## src/rtl/div_pkg.sv

```systemverilog
// Shared types and helpers for the iterative divider.
// Purpose: FSM state encoding, result packing and the divide-by-zero quotient constant.
// Ports: none (package).
package div_pkg;

  // Divider control states.
  typedef enum logic [2:0] {
    IDLE = 3'd0,
    PREP = 3'd1,
    ITER = 3'd2,
    FIX  = 3'd3,
    DONE = 3'd4
  } state_t;

  // Widest operand the packing helper handles; instantiations stay at or below it.
  localparam int MAX_WIDTH = 64;

  // Quotient returned for a zero divisor; users take the low WIDTH bits.
  localparam logic [MAX_WIDTH-1:0] DIV_ZERO_QUO = '1;

  // Packs {remainder, quotient} with the remainder in the upper half of a
  // 2*width result. Operands are passed zero-extended to MAX_WIDTH.
  function automatic logic [2*MAX_WIDTH-1:0] pack_result(
    input logic [MAX_WIDTH-1:0] rem,
    input logic [MAX_WIDTH-1:0] quo,
    input int                   width
  );
    logic [2*MAX_WIDTH-1:0] r_ext;
    logic [2*MAX_WIDTH-1:0] q_ext;
    r_ext = {{MAX_WIDTH{1'b0}}, rem};
    q_ext = {{MAX_WIDTH{1'b0}}, quo};
    return (r_ext << width) | q_ext;
  endfunction

endpackage

```

## src/rtl/lzc_param.sv

```systemverilog
// Purpose: parametrised leading-zero counter; all-zero input returns WIDTH.
// Latency: purely combinational.
// Backpressure: none, no handshake.
// Ports: value (WIDTH bits in), count ($clog2(WIDTH)+1 bits out).
module lzc_param #(
  parameter int WIDTH = 32
) (
  input  logic [WIDTH-1:0]         value,
  output logic [$clog2(WIDTH):0]   count
);

  localparam int CW = $clog2(WIDTH) + 1;

  logic found;

  // Scan from the MSB; the first set bit fixes the count.
  always_comb begin
    count = CW'(WIDTH);
    found = 1'b0;
    for (int i = WIDTH - 1; i >= 0; i--) begin
      if (!found && value[i]) begin
        count = CW'(WIDTH - 1 - i);
        found = 1'b1;
      end
    end
  end

endmodule

```

## src/rtl/iter_divider.sv

```systemverilog
// Purpose: multi-cycle signed/unsigned integer divider with leading-zero early exit.
// Latency: 1 edge for special cases, 2 for a zero dividend, else N+2 (worst WIDTH/UNROLL+2).
// Backpressure: single outstanding op; result held in DONE until out_ready, in_ready low while busy.
// Ports: clk/rst (async, active-high); in_valid/in_ready/signed_op/dividend/divisor request side;
//        annul synchronous flush; out_valid/out_ready/result {rem,quo}/div_zero response side; busy.
module iter_divider
  import div_pkg::*;
#(
  parameter int WIDTH  = 32,
  parameter int UNROLL = 1
) (
  input  logic               clk,
  input  logic               rst,
  input  logic               in_valid,
  output logic               in_ready,
  input  logic               signed_op,
  input  logic [WIDTH-1:0]   dividend,
  input  logic [WIDTH-1:0]   divisor,
  input  logic               annul,
  output logic               out_valid,
  input  logic               out_ready,
  output logic [2*WIDTH-1:0] result,
  output logic               div_zero,
  output logic               busy
);

  localparam int CW    = $clog2(WIDTH) + 1;
  localparam int LOG_U = $clog2(UNROLL);
  // Clears the low bits of the zero count so skipped bits come in whole UNROLL groups.
  localparam logic [CW-1:0]    SKIP_MASK = ~CW'(UNROLL - 1);
  localparam logic [WIDTH-1:0] MIN_NEG   = {1'b1, {(WIDTH-1){1'b0}}};
  localparam logic [WIDTH-1:0] QUO_ONES  = DIV_ZERO_QUO[WIDTH-1:0];

  state_t state, state_nxt;

  logic             sop, qneg, rneg;
  logic [WIDTH-1:0] a_q, b_q, b_abs;
  logic [WIDTH-1:0] rem;    // partial remainder
  logic [WIDTH-1:0] shreg;  // dividend bits leave the top, quotient bits enter the bottom
  logic [CW-1:0]    cnt;

  logic             accept;
  logic [WIDTH-1:0] a_abs, b_abs_c;
  logic [CW-1:0]    lz, skip, n_init;
  logic             is_dz, is_ovf;

  function automatic logic [2*WIDTH-1:0] pack(input logic [WIDTH-1:0] r,
                                              input logic [WIDTH-1:0] q);
    logic [2*MAX_WIDTH-1:0] t;
    t = pack_result(MAX_WIDTH'(r), MAX_WIDTH'(q), WIDTH);
    return t[2*WIDTH-1:0];
  endfunction

  assign accept    = in_valid && in_ready;
  assign in_ready  = (state == IDLE) && !annul;
  assign out_valid = (state == DONE);
  assign busy      = (state != IDLE);

  // Operand preparation, evaluated from the latched copies during PREP.
  assign a_abs   = (sop && a_q[WIDTH-1]) ? -a_q : a_q;
  assign b_abs_c = (sop && b_q[WIDTH-1]) ? -b_q : b_q;
  assign is_dz   = (b_q == '0);
  assign is_ovf  = sop && (a_q == MIN_NEG) && (b_q == '1);

  lzc_param #(.WIDTH(WIDTH)) u_lzc (
    .value (a_abs),
    .count (lz)
  );

  assign skip   = lz & SKIP_MASK;
  assign n_init = (CW'(WIDTH) - skip) >> LOG_U;

  // UNROLL restoring steps. The remainder stays below |B|, so after the shift
  // it fits in WIDTH+1 bits and the top bit of the difference is the borrow.
  logic [WIDTH:0]   r_w, diff;
  logic [WIDTH-1:0] s_w, rem_step, shreg_step;

  always_comb begin
    r_w  = {1'b0, rem};
    s_w  = shreg;
    diff = '0;
    for (int k = 0; k < UNROLL; k++) begin
      r_w  = {r_w[WIDTH-1:0], s_w[WIDTH-1]};
      s_w  = {s_w[WIDTH-2:0], 1'b0};
      diff = r_w - {1'b0, b_abs};
      if (!diff[WIDTH]) begin
        r_w    = diff;
        s_w[0] = 1'b1;
      end
    end
    rem_step   = r_w[WIDTH-1:0];
    shreg_step = s_w;
  end

  // State register.
  always_ff @(posedge clk or posedge rst) begin
    if (rst) state <= IDLE;
    else     state <= state_nxt;
  end

  // Next state; annul wins over every other transition.
  always_comb begin
    state_nxt = state;
    case (state)
      IDLE: if (accept) state_nxt = PREP;
      PREP: begin
        if (is_dz || is_ovf)     state_nxt = DONE;
        else if (n_init == '0)   state_nxt = FIX;
        else                     state_nxt = ITER;
      end
      ITER: if (cnt == CW'(1)) state_nxt = FIX;
      FIX:  state_nxt = DONE;
      DONE: if (out_ready) state_nxt = IDLE;
      default: state_nxt = IDLE;
    endcase
    if (annul) state_nxt = IDLE;
  end

  // Datapath. Under annul nothing but div_zero moves, so result stays stale.
  always_ff @(posedge clk or posedge rst) begin
    if (rst) begin
      sop      <= 1'b0;
      qneg     <= 1'b0;
      rneg     <= 1'b0;
      a_q      <= '0;
      b_q      <= '0;
      b_abs    <= '0;
      rem      <= '0;
      shreg    <= '0;
      cnt      <= '0;
      result   <= '0;
      div_zero <= 1'b0;
    end else if (annul) begin
      div_zero <= 1'b0;
    end else begin
      case (state)
        IDLE: begin
          if (accept) begin
            sop      <= signed_op;
            a_q      <= dividend;
            b_q      <= divisor;
            div_zero <= 1'b0;
          end
        end
        PREP: begin
          qneg  <= sop & (a_q[WIDTH-1] ^ b_q[WIDTH-1]);
          rneg  <= sop & a_q[WIDTH-1];
          b_abs <= b_abs_c;
          rem   <= '0;
          shreg <= a_abs << skip;
          cnt   <= n_init;
          if (is_dz) begin
            result   <= pack(a_q, QUO_ONES);
            div_zero <= 1'b1;
          end else if (is_ovf) begin
            result   <= pack('0, a_q);
          end
        end
        ITER: begin
          rem   <= rem_step;
          shreg <= shreg_step;
          cnt   <= cnt - CW'(1);
        end
        FIX: begin
          result <= pack(rneg ? -rem : rem, qneg ? -shreg : shreg);
        end
        default: ;
      endcase
    end
  end

endmodule

```

## config.mk

```make
export PLATFORM = sky130hd
export DESIGN_NAME = iter_divider
export DESIGN_NICKNAME = d
export VERILOG_FILES = /design/src/rtl/div_pkg.sv /design/src/rtl/lzc_param.sv /design/src/rtl/iter_divider.sv
export SDC_FILE = /design/constraint.sdc
export NUM_CORES = 1
export LEC_CHECK = 0
export ABC_AREA = 0
export BUFFER_PORTS_ARGS = -buffer_cell sky130_fd_sc_hd__buf_2
export CELL_PAD_IN_SITES_DETAIL_PLACEMENT = 0
export CELL_PAD_IN_SITES_GLOBAL_PLACEMENT = 1
export CORE_UTILIZATION = 50
export CTS_CLUSTER_DIAMETER = 80
export DETAILED_ROUTE_END_ITERATION = 7
export PLACE_DENSITY = 0.95
export SLEW_MARGIN = 20
export SYNTH_ARGS = -nofsm -noshare
export SYNTH_HDL_FRONTEND = slang
export SYNTH_SLANG_ARGS = --single-unit
```

## constraint.sdc

```tcl
create_clock -name clk -period 22.5 [get_ports clk]
set_clock_uncertainty 0.15 [all_clocks]
set_input_delay 4.5 -clock clk [delete_from_list [all_inputs] [get_ports clk]]
set_output_delay 4.5 -clock clk [all_outputs]
set_load 0.02 [all_outputs]
```

# After elaboration in Yosys (flattened, before gate mapping)
# Index checks and enable logic that the tools add are counted.
dict set report totals {
  inputBits 70
  elab_cells 206
  output_inout_bits 68
  reg_bits 237
}
dict set report classes {
  eq_ne 12
  add_sub_neg 7
  n_mux 86
  n_reduce_logical 83
  shifts 1
  bitwise 5
}
# operator count
set ops {}
lappend ops {{6-bit two-way mux} 32}
lappend ops {{32-bit two-way mux} 5}
lappend ops {{64-bit two-way mux} 2}
lappend ops {{32-bit negation} 4}
lappend ops {{32-bit case mux with 2 select lines} 2}
lappend ops {{64-bit case mux with 2 select lines} 1}
lappend ops {{32-bit == test, second input constant} 2}
lappend ops {{64-bit by 32-bit OR with 64-bit output} 1}
lappend ops {{1-bit logical AND} 37}
lappend ops {{1-bit two-way mux} 36}
lappend ops {{33-bit by 32-bit subtractor with 33-bit output} 1}
lappend ops {{1-bit zero test} 32}
lappend ops {{32-bit zero test} 1}
lappend ops {{32-bit by 6-bit left shift with 32-bit output} 1}
lappend ops {{3-bit two-way mux} 5}
lappend ops {{3-bit case mux with 5 select lines} 1}
lappend ops {{3-bit inequality test, second input constant} 4}
lappend ops {{6-bit case mux with 2 select lines} 1}
lappend ops {{3-bit AND reduction} 4}
lappend ops {{3-bit by 2-bit == test with 1-bit output, second input constant} 2}
lappend ops {{6-bit by 1-bit == test with 1-bit output, second input constant} 1}
lappend ops {{6-bit zero test} 1}
lappend ops {{3-bit nonzero test} 2}
lappend ops {{6-bit by 1-bit subtractor with 6-bit output, second input constant} 1}
lappend ops {{other kinds (12)} 15}

# Depth between registers and ports, before layout
# Gate-level depths: netlist of the first run.
dict set report depth {
  depth_word 102
  mapped_depth 21
  mapped_depth_nobuf 17
}

# Cells and area by module
# From an unflattened synthesis of the first run, not the netlist that was laid out.
dict set report unflattened {
  hier_cells 1874
  area_unflattened_um2 16384.5
}
# mod instances seq_area_each_um2 area_per_inst_um2 cells_each
set by_module_without_submodules {}
lappend by_module_without_submodules {iter_divider 1 5930.7 15999.1 1810}
lappend by_module_without_submodules {lzc_param 1 0.0 385.4 64}

# Worst setup path after synthesis of the first run
# No wires, ideal clock.
dict set report synth_path {
  path_kind {input to output}
  start {in annul}
  end {out in_ready}
  required_ns 17.850
  slack_ns 12.833
  cell_stages 2
  n_path_buf 1
  t_arrival_ns 5.017
  path_cell_list {clkbuf_1 -> nor2_1}
}
dict set report synth_between {
  elab_chain_cells 2
}
# element line_no
set synth_lines {}
lappend synth_lines {{start: declaration} iter_divider.sv:19} ;# input logic annul,
lappend synth_lines {{1-bit zero test} iter_divider.sv:55} ;# assign in_ready = (state == IDLE) && !annul;
lappend synth_lines {{1-bit logical AND} iter_divider.sv:55}
lappend synth_lines {{end: declaration} iter_divider.sv:15} ;# output logic in_ready,
# Every way passes these cells.

# Worst setup path after layout of the first run
# Same ends and word-level chain as after synthesis.

==> reports/summary.txt, run 1 <==
Status = complete, no violations
Sum of negative setup slack = 0 ns
Setup repair after global routing missed its margin = no
Yosys synthesis warning count = 0
Final setup violating endpoints = 0
Rows = 67
Clock sink count = 237
Origin of the critical flop-to-flop path = sop
Leading cell type in the layout, fill and taps excluded = sky130_fd_sc_hd__dfrtp_1
Reg2Reg Setup Slack = 16.23 ns
Final ANT Viol Nets = 0
Fraction of final layout cells sized beyond drive strength 1 = 16.1%
Average detailed-routed wire length per instance = 22.0 um
Biggest area contributors in the synthesized netlist = sky130_fd_sc_hd__dfrtp_1, sky130_fd_sc_hd__mux2_2, sky130_fd_sc_hd__nand2_1, sky130_fd_sc_hd__o21ai_0, sky130_fd_sc_hd__nor2_1
Sequential area share after synthesis = 34.9%
Router iterations before antenna repair = 5
Quantity of hold-fixing buffers added after cts = 0
Endpoint type of the worst setup path = primary output
First-iteration detailed-routing DRC count = 1355
Peak fanout along the critical path = 12
Hold slack = 0.323 ns
Die Span X = 186 um
Synth top area share = 34.9%
FMAX = 102 MHz
Post-DP HPWL = 41100 um
Vias in the first global route = 14500
Port Buf Inserts = 137
Clock transition at path regs = 0.06 ns
Fin util = 56.2%
Number of antenna cells inserted = 0
Proportion of power drawn by the clock network = 15.1%
Required time at the endpoint of the critical path = 17.85 ns
Category of the most critical setup path = input port to primary output
Seq pwr share = 27.8%
Final estimated routing congestion in global placement = 0.987
Synthesized instance count = 1989
Final worst slack = 12.73 ns
Biggest area consumer among synthesized cells = sky130_fd_sc_hd__dfrtp_1
Pin count of the biggest net entering global routing = 97
Cell area after synthesis = 17000 um^2
Die area = 34700 um^2
Count of boundary I/O pins = 138
Number of buffers created by CTS = 29
Post-synth top flop = sky130_fd_sc_hd__dfrtp_1
Global-route usage over all layers = 31.8%
Worst Setup SP = annul
Max-cap violation count = 0
Sw Ratio = 49.7%
Post-detailed-route DRC marker count = 0
Worst vdd ir = 0.0853 mV
Maximum count of clock buffers along a single path = 3
Antenna violations before repair = 0
Setup fix buffers added after clock tree synthesis = 0
Placed cell count = 2453
Die Y-Extent = 186 um
Total of flip-flops plus latches after synthesis = 237
Launch point of the worst hold path = result[20]
Worst hold-check path type = flip-flop to flip-flop
Fill cell instance count of the final layout = 3007
H-tree depth = 1
Nets = 2148
Global-route wire length before repair = 84300 um
Avg Cell Area, Syn = 8.53 um^2
Number of vias per cell = 6.32
Total count of max-transition violations in the final report = 0
Total grt overflow = 0
Net count of the mapped netlist = 2101
Initial standard-cell utilization of the core = 50.7%
Number of cells upsized or downsized after cts = 0
Internal power summed over all cells = 1.62 mW
Hold Violations, Final = 0
Core ar. = 33400 um^2
Syn-to-layout area delta = 10.8%
Count of vias placed by the detailed router = 15800
Worst skew pair latency = 0.58 ns
Clock period minus worst slack = 9.77 ns
Final wirelength = 55200 um
Post-synth EDFFs = 0
Crit start category = input port
Final clock period utilization by the worst path = 43.4%
CTS tree = yes
Asr flop ratio synth = 100%
Post-route non-filler standard cell count = 2504
Total power per unit cell area = 172 nW/um^2
Critical Path AT = 5.12 ns
Worst Tran Pin Value = 1.08 ns
Library cells used by synthesis = 86
Part of the power in combinational logic = 57.0%
Place WS = 12.72 ns
P_sw = 1.60 mW
Max-Slew Margin vs Limit = 27.9%
Leakage dissipation = 7.97 nW
Most frequent cells in the layout = sky130_fd_sc_hd__dfrtp_1, sky130_fd_sc_hd__nand2_1, sky130_fd_sc_hd__nor2_1
CTS Root Cell = sky130_fd_sc_hd__clkbuf_16
==> power groups by stage <==
stage	clock network (mW)	logic (mW)	registers (mW)
after floorplan	0	1.38	0.787
after global placement	0	1.78	0.878
after detailed placement	0	1.80	0.889
after CTS	0.492	1.81	0.883
after global routing	0.509	2.02	0.918
final	0.488	1.84	0.898
==> metrics by stage <==
| stage | cell area, um^2 | power [mW] |
|---|---|---|
| 2_1_floorplan | 17000 | 2.17 |
| 3_3_place_gp | 17800 | 2.66 |
| 3_5_place_dp | 17800 | 2.69 |
| 4_1_cts | 18800 | 3.19 |
| 5_1_grt | 18800 | 3.45 |
| 6_report | 18800 | 3.23 |
==> registers in the layout, indices dropped and copies added (netlist names) <==
register	count
b_q	32
qneg	1
cnt	6
div_zero	1
shreg	32
rneg	1
sop	1
result	64
a_q	32
b_abs	32
rem	32
state	3
==> synth_stat cells (23+ instances only) <==
| cell type | count |
|---|---|
| sky130_fd_sc_hd__inv_1 | 57 |
| sky130_fd_sc_hd__nor2_1 | 194 |
| sky130_fd_sc_hd__clkbuf_1 | 106 |
| sky130_fd_sc_hd__o31ai_1 | 34 |
| sky130_fd_sc_hd__xnor2_1 | 79 |
| sky130_fd_sc_hd__dfrtp_1 | 237 |
| sky130_fd_sc_hd__o22ai_1 | 24 |
| sky130_fd_sc_hd__ha_1 | 41 |
| sky130_fd_sc_hd__nand2_1 | 231 |
| sky130_fd_sc_hd__mux2_2 | 84 |
| sky130_fd_sc_hd__nor4_1 | 24 |
| sky130_fd_sc_hd__a31oi_1 | 32 |
| sky130_fd_sc_hd__xor2_1 | 71 |
| sky130_fd_sc_hd__a21oi_1 | 95 |
| sky130_fd_sc_hd__or3_1 | 23 |
| sky130_fd_sc_hd__nor3_1 | 42 |
| sky130_fd_sc_hd__mux2i_1 | 52 |
| sky130_fd_sc_hd__a221oi_1 | 36 |
| sky130_fd_sc_hd__o21ai_0 | 170 |
==> worst paths after layout <==
kind	to	cells after the start
hold reg to reg	result[20]	2
setup / recovery	in_ready	3
setup reg to reg	shreg[23]	12
max in group asynchronous	shreg[28]	3
hold / removal	result[20]	2
min in group asynchronous	result[51]	2
==> logic make-up after synthesis <==
family	after synthesis	synth area share [%]
xor gates and xnor gates	150	7.74
and+or+nand+nor	663	18.8
muxes	139	8.91
DFF	237	34.9
buffers and inverters	198	4.84
AOI/OAI and AO/OA	560	21.6
adders and majority gates	42	3.14
==> metal layers <==
layer | routed length, um | track usage [%] | part of all wire [%] | up-vias
li1 | - | - | - | 7346
met1 | 24600 | 45.5 | 45 | 7580
met2 | 22500 | 45.0 | 41 | 759
met3 | 5500 | 7.90 | 10 | 134
met4 | 2590 | 14.3 | 4.7 | 0
met5 | 0 | 0 | 0 | -
==> critical path, cell delays in order <==
cell and delay [ns]:
sky130_fd_sc_hd__buf_2 0.17, sky130_fd_sc_hd__nor2_1 0.24, sky130_fd_sc_hd__buf_2 0.21
==> area by class of cell <==
cell class	count	area (um^2)	share of cell area [%]
Clock buffer	35	778	4.14
Clock inverter	16	213	1.13
Inverter	60	235	1.25
Multi-Input combinational cell	1554	10300	54.6
Sequential cell	237	5930	31.5
Tap cell	448	561	2.98
Timing Repair Buffer	154	813	4.33
(Power assumes the default switching activity.)
==> run 2, diff against run 1 <==
--- a/config.mk
+++ b/config.mk
@@ -9,10 +9,10 @@
 export BUFFER_PORTS_ARGS = -buffer_cell sky130_fd_sc_hd__buf_2
 export CELL_PAD_IN_SITES_DETAIL_PLACEMENT = 0
 export CELL_PAD_IN_SITES_GLOBAL_PLACEMENT = 1
-export CORE_UTILIZATION = 50
+export CORE_UTILIZATION = 47
 export CTS_CLUSTER_DIAMETER = 80
 export DETAILED_ROUTE_END_ITERATION = 7
-export PLACE_DENSITY = 0.95
+export PLACE_DENSITY = 0.92
 export SLEW_MARGIN = 20
 export SYNTH_ARGS = -nofsm -noshare
 export SYNTH_HDL_FRONTEND = slang
==> constraint.sdc (replaced) <==
create_clock -name clk -period 9.55 [get_ports clk]
set_clock_uncertainty 0.15 [all_clocks]
set_input_delay 1.91 -clock clk [delete_from_list [all_inputs] [get_ports clk]]
set_output_delay 1.91 -clock clk [all_outputs]
set_load 0.02 [all_outputs]
==> run 2 against run 1 <==
Global-route usage shrank 0.40 points. Non-clock buffer count up 6. Register-to-register slack lost 13 ns. Clock power increased by 130%. Critical endpoint is now shreg[23]. Combinational power grew 140%. Cell count up 0.68%. Power grew 140%. Flip-flop and latch count unchanged.
==> reports/summary.txt, run 2 (synthesized netlist as in run 1, its figures left out) <==
Status = complete, no violations
Final clock period utilization by the worst path = 63.8%
Rows = 69
Number of buffers created by CTS = 27
H-tree depth = 1
Peak fanout along the critical path = 32
Required time at the endpoint of the critical path = 9.89 ns
Antenna violations before repair = 0
Initial standard-cell utilization of the core = 47.7%
Port Buf Inserts = 137
Most frequent cells in the layout = sky130_fd_sc_hd__dfrtp_1, sky130_fd_sc_hd__nand2_1, sky130_fd_sc_hd__nor2_1
Global-route wire length before repair = 88400 um
Clock period minus worst slack = 6.09 ns
Number of antenna cells inserted = 0
Final wirelength = 58200 um
Final estimated routing congestion in global placement = 0.941
Count of boundary I/O pins = 138
Worst hold-check path type = flip-flop to flip-flop
Average detailed-routed wire length per instance = 23.1 um
CTS tree = yes
Max-Slew Margin vs Limit = 31.0%
Leading cell type in the layout, fill and taps excluded = sky130_fd_sc_hd__dfrtp_1
Number of cells upsized or downsized after cts = 0
Leakage dissipation = 7.98 nW
Critical Path AT = 6.43 ns
Number of vias per cell = 6.32
Pin count of the biggest net entering global routing = 96
Router iterations before antenna repair = 5
Seq. cell area = 5930 um^2
Post-DP HPWL = 43300 um
Setup fix buffers added after clock tree synthesis = 0
Endpoint type of the worst setup path = flip-flop
Global-route usage over all layers = 31.4%
Final ANT Viol Nets = 0
Count of vias placed by the detailed router = 15900
Nets = 2152
Worst Tran Pin Value = 1.03 ns
CTS Root Cell = sky130_fd_sc_hd__clkbuf_16
Clock sink count = 237
Post-DP Area = 17900 um^2
Quantity of hold-fixing buffers added after cts = 0
Crit start category = flip-flop
FMAX = 164 MHz
Vias in the first global route = 14700
Category of the most critical setup path = flip-flop to flip-flop
Worst vdd ir = 0.224 mV
Clock transition at path regs = 0.07 ns
Total power per unit cell area = 404 nW/um^2
Die Y-Extent = 192 um
Register ranked first by flip-flop count = result
Area taken by multi-input logic gates = 10300 um^2
Total count of max-transition violations in the final report = 0
Sum of negative setup slack = 0 ns
First-iteration detailed-routing DRC count = 1546
Hold Violations, Final = 0
Worst skew pair latency = 0.58 ns
Total grt overflow = 0
Maximum count of clock buffers along a single path = 3
Core ar. = 35600 um^2
Fill cell instance count of the final layout = 3347
Fraction of final layout cells sized beyond drive strength 1 = 16.2%
Setup repair after global routing missed its margin = no
Syn-to-layout area delta = 11.0%
Final setup violating endpoints = 0
Max-cap violation count = 0
Die area = 36900 um^2
Post-detailed-route DRC marker count = 0
Final design area excluding fillers = 18800 um^2
Flip-flop count of the largest register, all copies and words added = 64
Die Span X = 192 um
-- run 2: cell types whose count changed in the layout (fill, tap and decap cells not counted) --
cell                         previous run  this run
sky130_fd_sc_hd__buf_4                 17        23
sky130_fd_sc_hd__clkbuf_1               3         4
sky130_fd_sc_hd__clkbuf_16             29        27
sky130_fd_sc_hd__clkbuf_8               3         6
sky130_fd_sc_hd__clkinv_2               7         4
sky130_fd_sc_hd__clkinv_4               0         2
sky130_fd_sc_hd__clkinvlp_4             2         1
sky130_fd_sc_hd__inv_8                  3         1
sky130_fd_sc_hd__nand2_2                1         2
sky130_fd_sc_hd__nand2_4                1         0
sky130_fd_sc_hd__o21ai_1                4         3
sky130_fd_sc_hd__o21ai_2                0         1
-- run 2: final cells by class --
| type | instances | share of cell area [%] |
|---|---|---|
| Timing Repair Buffer | 160 | 4.56 |
| Clock buffer | 37 | 4.11 |
| Inverter | 60 | 1.25 |
| Clock inverter | 12 | 0.983 |
| Sequential cell | 237 | 31.5 |
| Multi-Input combinational cell | 1554 | 54.5 |
| Tap cell | 461 | 3.06 |
-- run 2: path summary, 6_finish.rpt --
path,endpoint,slack [ns],depth (start not counted),start
max,shreg[23],3.46,15,a_q[0]
min,result[9],0.31,2,result[9]
max reg2reg,shreg[23],3.46,15,a_q[0]
min reg2reg,result[9],0.31,2,result[9]
max in group asynchronous,shreg[22],6.53,3,rst
min in group asynchronous,rem[15],1.26,2,rst
-- run 2: critical path, cell delays in order, from the launching register on --
cell and delay [ns]:
sky130_fd_sc_hd__dfrtp_1 0.59, sky130_fd_sc_hd__inv_1 0.25, sky130_fd_sc_hd__ha_1 0.22, sky130_fd_sc_hd__or3b_1 0.42, sky130_fd_sc_hd__or4_1 0.55, sky130_fd_sc_hd__a211oi_2 0.29
sky130_fd_sc_hd__o2111a_1 0.40, sky130_fd_sc_hd__nand3_1 0.24, sky130_fd_sc_hd__o211ai_2 0.25, sky130_fd_sc_hd__a31o_2 0.30, sky130_fd_sc_hd__buf_4 0.43, sky130_fd_sc_hd__mux2i_1 0.39
sky130_fd_sc_hd__o221ai_1 0.39, sky130_fd_sc_hd__o21ai_0 0.67, sky130_fd_sc_hd__a32oi_1 0.24, sky130_fd_sc_hd__o21ai_0 0.19
-- run 2: metrics by stage --
stage          util [%]  std cells  hold WS [ns]  power [mW]  worst slack, ns
2_1_floorplan         -       1989         0.300        5.11            0.987
5_1_grt            52.9       2521         0.347        8.12             3.31
3_3_place_gp       50.2       2472         0.296        6.31             3.75
6_report           52.9       2521         0.315        7.61             3.46
3_5_place_dp       50.2       2472         0.305        6.37             3.69
4_1_cts            52.9       2521         0.319        7.51             3.67
-- run 2: report_power, final --
group,total [mW],switching (mW),leakage (nW),internal (mW)
Combinational,4.42,2.67,4.59,1.74
Sequential,2.07,0.671,2.92,1.40
Clock,1.12,0.442,0.471,0.676
-- run 2: routing by layer --
layer  global-route usage, %  routed length [um]  share of wire [%]
met5                       0                   0                  0
met4                    11.1                2020                3.5
met3                    5.28                5640                9.7
met2                    47.1               24900                 43
met1                    45.3               25700                 44
